<file path="src/rtl/tpu_core.sv">
// Weight-stationary NxN systolic matrix multiplier with register-file operand
// buffers and an overwrite/accumulate result buffer committed on done.
module tpu_core #(
  parameter int unsigned N      = 2,
  parameter int unsigned DATA_W = 16,
  parameter int unsigned ACC_W  = 32,
  localparam int unsigned AW    = $clog2(N * N)
) (
  input  logic              clk,
  input  logic              reset,
  input  logic              w_we,
  input  logic [AW-1:0]     w_addr,
  input  logic [DATA_W-1:0] w_data,
  input  logic              a_we,
  input  logic [AW-1:0]     a_addr,
  input  logic [DATA_W-1:0] a_data,
  input  logic              start,
  input  logic              acc_mode,
  input  logic [AW-1:0]     r_addr,
  output logic [ACC_W-1:0]  r_data,
  output logic              busy,
  output logic              done
);

  localparam int unsigned NN  = N * N;
  localparam int unsigned AW1 = AW + 1;
  localparam int unsigned PW  = 2 * DATA_W;
  localparam int unsigned CYC = 3 * N;
  localparam int unsigned CW  = $clog2(CYC);

  localparam logic [AW:0]   NN_L       = AW1'(NN);
  localparam logic [CW-1:0] CNT_COMMIT = CW'(CYC - 2);
  localparam logic [CW-1:0] CNT_LAST   = CW'(CYC - 1);

  typedef enum logic {IDLE, RUN} state_t;

  state_t        state, state_d;
  logic [CW-1:0] cnt, cnt_d;
  logic          acc_l, acc_l_d;
  logic          busy_d, done_d;
  logic          commit_c;

  logic signed [DATA_W-1:0] a_mem   [NN];
  logic signed [DATA_W-1:0] w_mem   [NN];
  logic signed [ACC_W-1:0]  res_mem [NN];

  logic signed [DATA_W-1:0] a_feed [N];
  logic signed [DATA_W-1:0] a_in   [N][N];
  logic signed [DATA_W-1:0] a_pipe [N][N];
  logic signed [ACC_W-1:0]  p_in   [N][N];
  logic signed [ACC_W-1:0]  psum   [N][N];
  logic signed [PW-1:0]     prod   [N][N];
  logic signed [ACC_W-1:0]  c_stage [NN];
  logic signed [ACC_W-1:0]  c_now   [NN];

  function automatic logic in_range(input logic [AW-1:0] addr);
    return {1'b0, addr} < NN_L;
  endfunction

  // Control state register
  always_ff @(posedge clk) begin
    if (reset) begin
      state <= IDLE;
      cnt   <= '0;
      acc_l <= 1'b0;
      busy  <= 1'b0;
      done  <= 1'b0;
    end else begin
      state <= state_d;
      cnt   <= cnt_d;
      acc_l <= acc_l_d;
      busy  <= busy_d;
      done  <= done_d;
    end
  end

  // Next-state: RUN lasts 3N cycles; results commit one cycle before leaving RUN
  always_comb begin
    state_d  = state;
    cnt_d    = cnt;
    acc_l_d  = acc_l;
    done_d   = 1'b0;
    commit_c = 1'b0;
    busy_d   = 1'b0;
    case (state)
      IDLE: begin
        if (start) begin
          state_d = RUN;
          cnt_d   = '0;
          acc_l_d = acc_mode;
        end
      end
      RUN: begin
        cnt_d = cnt + CW'(1);
        if (cnt == CNT_COMMIT) begin
          commit_c = 1'b1;
          done_d   = 1'b1;
        end
        if (cnt == CNT_LAST) begin
          state_d = IDLE;
          cnt_d   = '0;
        end
      end
      default: state_d = IDLE;
    endcase
    busy_d = (state_d == RUN);
  end

  // Skewed activation feed: row k sees A[i][k] in cycle i+k
  always_comb begin
    for (int unsigned k = 0; k < N; k++) begin
      a_feed[k] = '0;
      for (int unsigned i = 0; i < N; i++) begin
        if (32'(cnt) == i + k) a_feed[k] = a_mem[i*N + k];
      end
    end
  end

  // PE interconnect: activations move right, partial sums move down
  always_comb begin
    for (int unsigned k = 0; k < N; k++) begin
      a_in[k][0] = a_feed[k];
      for (int unsigned j = 1; j < N; j++) a_in[k][j] = a_pipe[k][j-1];
    end
    for (int unsigned j = 0; j < N; j++) begin
      p_in[0][j] = '0;
      for (int unsigned k = 1; k < N; k++) p_in[k][j] = psum[k-1][j];
    end
    for (int unsigned k = 0; k < N; k++) begin
      for (int unsigned j = 0; j < N; j++) begin
        prod[k][j] = PW'(a_in[k][j]) * PW'(w_mem[k*N + j]);
      end
    end
  end

  // C[i][j] leaves the bottom of column j during cycle i+j+N
  always_comb begin
    for (int unsigned i = 0; i < N; i++) begin
      for (int unsigned j = 0; j < N; j++) begin
        c_now[i*N + j] = (32'(cnt) == i + j + N) ? psum[N-1][j] : c_stage[i*N + j];
      end
    end
  end

  // Systolic array and output staging
  always_ff @(posedge clk) begin
    if (reset) begin
      for (int unsigned k = 0; k < N; k++) begin
        for (int unsigned j = 0; j < N; j++) begin
          a_pipe[k][j] <= '0;
          psum[k][j]   <= '0;
        end
      end
      for (int unsigned e = 0; e < NN; e++) c_stage[e] <= '0;
    end else if (state == RUN) begin
      for (int unsigned k = 0; k < N; k++) begin
        for (int unsigned j = 0; j < N; j++) begin
          a_pipe[k][j] <= a_in[k][j];
          psum[k][j]   <= p_in[k][j] + ACC_W'(prod[k][j]);
        end
      end
      for (int unsigned e = 0; e < NN; e++) c_stage[e] <= c_now[e];
    end
  end

  // Operand buffers, result buffer and registered read port
  always_ff @(posedge clk) begin
    if (reset) begin
      for (int unsigned e = 0; e < NN; e++) begin
        a_mem[e]   <= '0;
        w_mem[e]   <= '0;
        res_mem[e] <= '0;
      end
      r_data <= '0;
    end else begin
      if (state == IDLE && a_we && in_range(a_addr)) a_mem[a_addr] <= a_data;
      if (state == IDLE && w_we && in_range(w_addr)) w_mem[w_addr] <= w_data;
      if (commit_c) begin
        for (int unsigned e = 0; e < NN; e++) begin
          res_mem[e] <= acc_l ? res_mem[e] + c_now[e] : c_now[e];
        end
      end
      r_data <= in_range(r_addr) ? res_mem[r_addr] : '0;
    end
  end

endmodule

</file>
<file path="config.mk">
export PLATFORM = sky130hd
export DESIGN_NAME = tpu_core
export DESIGN_NICKNAME = d
export VERILOG_FILES = /design/src/rtl/tpu_core.sv
export SDC_FILE = /design/constraint.sdc
export NUM_CORES = 2
export LEC_CHECK = 0
export CAP_MARGIN = 20
export CELL_PAD_IN_SITES_DETAIL_PLACEMENT = 0
export CELL_PAD_IN_SITES_GLOBAL_PLACEMENT = 1
export CORE_AREA = 3 3 401 403
export CTS_CLUSTER_DIAMETER = 80
export CTS_CLUSTER_SIZE = 14
export DETAILED_ROUTE_END_ITERATION = 8
export DIE_AREA = 0 0 404 406
export PLACE_DENSITY = 0.85
export SLEW_MARGIN = 20
export SYNTH_ARGS = -nofsm -noshare
export SYNTH_HDL_FRONTEND = slang
export SYNTH_SLANG_ARGS = --single-unit
</file>
<file path="constraint.sdc">
create_clock -name clk -period 8 [get_ports clk]
set_input_delay 1.6 -clock clk [delete_from_list [all_inputs] [get_ports clk]]
set_output_delay 1.6 -clock clk [all_outputs]
set_load 0.05 [all_outputs]
</file>
# Word level (Yosys, flattened, before mapping)
# Memory sizes are Yosys's and may differ from the RTL's. A register that Yosys moved wholly into a read port is not among the register bits.
# Index checks and enable logic that the tools add are counted.
[word_totals] regBits=6 ramBits=576 in_bits=44 elab_cells=106 n_memories=6
[mem_list] name="c_stage" depth=4 width=32 rd=4 rd_ports_with_merged_regs=0 wr=4 line_no="53" source="logic signed [ACC_W-1:0] c_stage [NN];"
[mem_list] name="psum" depth=2 width=64 rd=2 rd_ports_with_merged_regs=0 wr=2 line_no="51" source="logic signed [ACC_W-1:0] psum [N][N];"
[mem_list] name="res_mem" depth=4 width=32 rd=5 rd_ports_with_merged_regs=1 wr=4 line_no="45" source="logic signed [ACC_W-1:0] res_mem [NN];"
[mem_list] name="a_mem" depth=4 width=16 rd=4 rd_ports_with_merged_regs=0 wr=4 line_no="43" source="logic signed [DATA_W-1:0] a_mem [NN];"
[mem_list] name="a_pipe" depth=2 width=32 rd=2 rd_ports_with_merged_regs=0 wr=2 line_no="49" source="logic signed [DATA_W-1:0] a_pipe [N][N];"
[mem_list] name="w_mem" depth=4 width=16 rd=4 rd_ports_with_merged_regs=0 wr=4 line_no="44" source="logic signed [DATA_W-1:0] w_mem [NN];"
[classes] addsub=7 multipliers=4 eq_ne=6 n_mux=56 n_bitwise=17 n_reduce_logical=6
[ops] op="two-way mux 32 bit" count=20
[ops] op="adder 32 bit" count=6
[ops] op="two-way mux 16 bit" count=10
[ops] op="multiplier 16 x 16 -> 32 bit" count=4
[ops] op="OR reduction 16 bit" count=2
[ops] op="two-way mux 1 bit" count=20
[ops] op="OR 1 bit" count=16
[ops] op="equality test 3 x 2 -> 1 bit, second input constant" count=2
[ops] op="equality test 3 bit, second input constant" count=2
[ops] op="two-way mux 3 bit" count=2
[ops] op="case mux 3 bit (2 select lines)" count=1
[ops] op="two-way mux 2 bit" count=2
[ops] op="adder 3 x 1 -> 3 bit, second input constant" count=1
[ops] op="equality test 3 x 1 -> 1 bit, second input constant" count=1
[ops] op="logical NOT 3 bit" count=1
[ops] op="logical AND 1 bit" count=2
[ops] op="inequality test 2 bit, second input constant" count=1
[ops] op="case mux 1 bit (2 select lines)" count=1
[ops] op="AND reduction 2 bit" count=1
[ops] op="NOT 1 bit" count=1

# Logic depth before layout (Yosys ltp)
[depth] ltp_word=7 ltp_mapped=31 depth_no_buf=26

# Least setup slack after synthesis
# No wires, ideal clock.
[synth_path] path_type="in2reg" from="input port reset" to="memory a_pipe[0][16] (netlist bit) (enable)" setup_ps=637 arrival_time_ps=7420 required_time_ps=7363 path_slack_ps=-56 stages=3 path_buffers=1 path_cell_list="nor2_1 -> clkbuf_1 -> inv_1"
[synth_rtl] element="start, declared" line_no="10" source="input logic reset,"
[synth_rtl] element="end, declared" line_no="49"

==> summary.md <==
| Metric | Value |
|---|---|
| Yosys top cell area share | 0.314 |
| Slew headroom | 0.342 |
| Hold-fix buffers, CTS | 0 |
| Largest net degree at the start of global routing | 149 |
| Die ar. | 164000 um2 |
| Wl on met1 | 74400 um |
| Area growth syn-to-layout | 7.31% |
| Run status | complete, no violations |
| Distinct cells, synth | 81 |
| Highest metal used | met5 |
| Max-cap violation count | 0 |
| Setup crit start | cnt[0] |
| Slowest CP cell | a22o_1 |
| FF-to-FF setup slack | 370 ps |
| Vias in the first global route | 52600 |
| Sequential area share after synthesis | 0.241 |
| Total clock sinks | 581 |
| Drt total wl | 178000 um |
| Vias per cell | 5.42 |
| PD cells | 261 nW/um2 |
| Grt ovf | 0 |
| Worst Path Max Fanout | 40 |
| Cell count after synthesis | 6938 |
| Residual DRC | 0 |
| TritonCTS clock tree | yes |
| Fmax | 0.131 GHz |
| DRT iter0 DRCs | 3888 |
| Top post-synthesis cells by count | 1273 x inv_1, 1112 x fa_1, 633 x nand2_1 |
| Initial Utilization | 0.449 |
| Final period util | 0.954 |
| Pre-CTS setup slack | 184 ps |
| DIE WIDTH | 404 um |
| Worst path most repeated cell | fa_1 |
| # IOs | 78 |
| R2R cell count | 26 |
| Final-report hold violation count | 0 |
| Clk Latency, worst-skew pair | 690 ps |
| DP HPWL | 141000 um |
| Pwr Total | 19.9 mW |
| Endpoints failing setup | 0 |
| Final Max Tran Viols | 0 |
| Post-synth top flop | edfxtp_1 |
| Total Routing Usage GR | 0.224 |
| Area contributors post-synth | fa_1 31%, edfxtp_1 23%, ha_1 8.6% |
| Fraction of layout cells with a size suffix above 1 | 0.0503 |
| Synth Area per Inst | 10.2 um2 |
| PortBufs | 77 |
| Kind of critical path | reg2reg |
| CP peak stage delay | 530 ps |
| Inserted Clock Buffers | 58 |
| Yosys reg bits | 581 |
| Peak supply drop | 0.658 mV |
| FF-to-FF Start | cnt[0] |
| Vias post-DR | 49000 |
| Share of flip-flops with an asynchronous set or reset | 0 |
| Data arrival time of the critical path | 8000 ps |
| Pleak | 34.8 nW |
| Met3 routed WL | 11900 um |
| Critical path endpoint category | flip-flop |
| Post-layout min period | 7630 ps |
| Final Skew | 46.2 ps |
| H-Tree Depth | 2 |
| Most common cell in the netlist | inv_1 |
| Core ar. | 158000 um2 |
| Max Root-Sink Buffers | 3 |
| Routed len/inst | 19.7 um |
| Reg-to-Reg End | psum[1][63] |
| CP startpoint kind | flip-flop |
| Initial antenna violation count | 5 |
| Synth Warn # | 0 |
| CTS root buf | clkbuf_16 |
| Synthesized net count | 8579 |
| Unrepaired setup endpoints after global routing | no |
| Tightest Pin Transition | 984 ps |
| Largest area contributor in the synthesized netlist | fa_1 |
| Final setup margin | 371 ps |
| Cell area after technology mapping | 70900 um2 |
| Setup TNS | 0 ps |
| Die Y | 406 um |
| Rows | 146 |
| Post-synth EDFFs | 543 |
| RePlAce Congestion | 0.896 |
| Met2 routed WL | 84000 um |
| Req. time, crit path | 8370 ps |
| # nets final | 8558 |
| Crit path to | psum[1][63] |
| Pre-Repair DR Iteration Count | 7 |
| Min-delay worst type | reg2reg |
| Clock-pin slew on the worst setup and hold paths | 60 ps |
| Antenna viol nets, final | 0 |
| First-pass GRT wire length | 289000 um |
[kinds of logic after synthesis]
group,after synthesis,synth area share
simple gates,2048,0.145
fa+ha+maj,1597,0.400
buf+inv,1532,0.0812
compound gates,788,0.0744
flops,581,0.241
xor+xnor,224,0.0277
mux,168,0.0307
[worst min-delay path by stage]
stage	from	endpoint	cells past startpoint
CTS	cnt[1]	cnt[1]	2
global route	cnt[1]	cnt[1]	2
global placement	cnt[1]	cnt[1]	2
finish	cnt[1]	cnt[1]	2
detailed placement	cnt[1]	cnt[1]	2
floorplan	cnt[1]	cnt[1]	2
[layout by cell type (no fill, tap or decap), types with 95 or more instances in the layout]
cell and instances:
inv_1 1272, fa_1 1111, nand2_1 632, and2_1 622, edfxtp_1 543, ha_1 484
nor2_1 359, a21oi_1 201, xnor2_1 139, a211oi_1 104, a21o_1 102, nor2b_1 98
buf_4 96, o21ai_0 95
[power by group]
part | internal, mW | switching [mW]
Combinational | 5.37 | 7.53
Sequential | 3.77 | 0.389
Clock | 1.46 | 1.34
Total | 10.6 | 9.26
[critical path: cells and delay by family (launching register included)]
family                     cells  cell delay (ps)
and+or+nand+nor                6             1060
DFF                            1              480
adders and majority gates      7             3270
buffers and inverters          5              610
AOI/OAI and AO/OA              8             1880
[what timing repair did]
action	CTS	global route
buffers inserted	0	0
endpoints found under the setup margin	0	16
gates resized for setup	0	15
[routing by layer]
layer | track usage | up-vias
met5 | 0 | -
li1 | - | 22100
met1 | 0.301 | 24900
met2 | 0.372 | 1594
met3 | 0.0280 | 328
met4 | 0.0846 | 2
[registers in the layout, summed over array words and instances (netlist names)]
signal   count
a_mem       64
a_pipe      32
acc_l        1
c_stage    127
cnt          3
done         1
psum       128
r_data      32
res_mem    128
state        1
w_mem       64
[cell type report]
class                   count  area, um2
fillers                 14600      81800
clock buffers              81       1590
well taps                2072       2590
inverters                1274       4790
clock inverters            23        297
repair buffers            177       1560
flip-flops and latches    581      17100
multi-input cells        4825      48100
diodes                      2       5.00
[through the flow]
step	cell area [um2]	std cells	util	hold WS, ps
floorplan	70900	6938	-	495
global placement	74100	8929	0.470	526
detailed placement	74100	8929	0.470	564
CTS	76000	9033	0.482	571
global route	76000	9034	0.482	624
finish	76000	9035	0.482	576
Note: power is estimated with default switching activity, not from simulation.
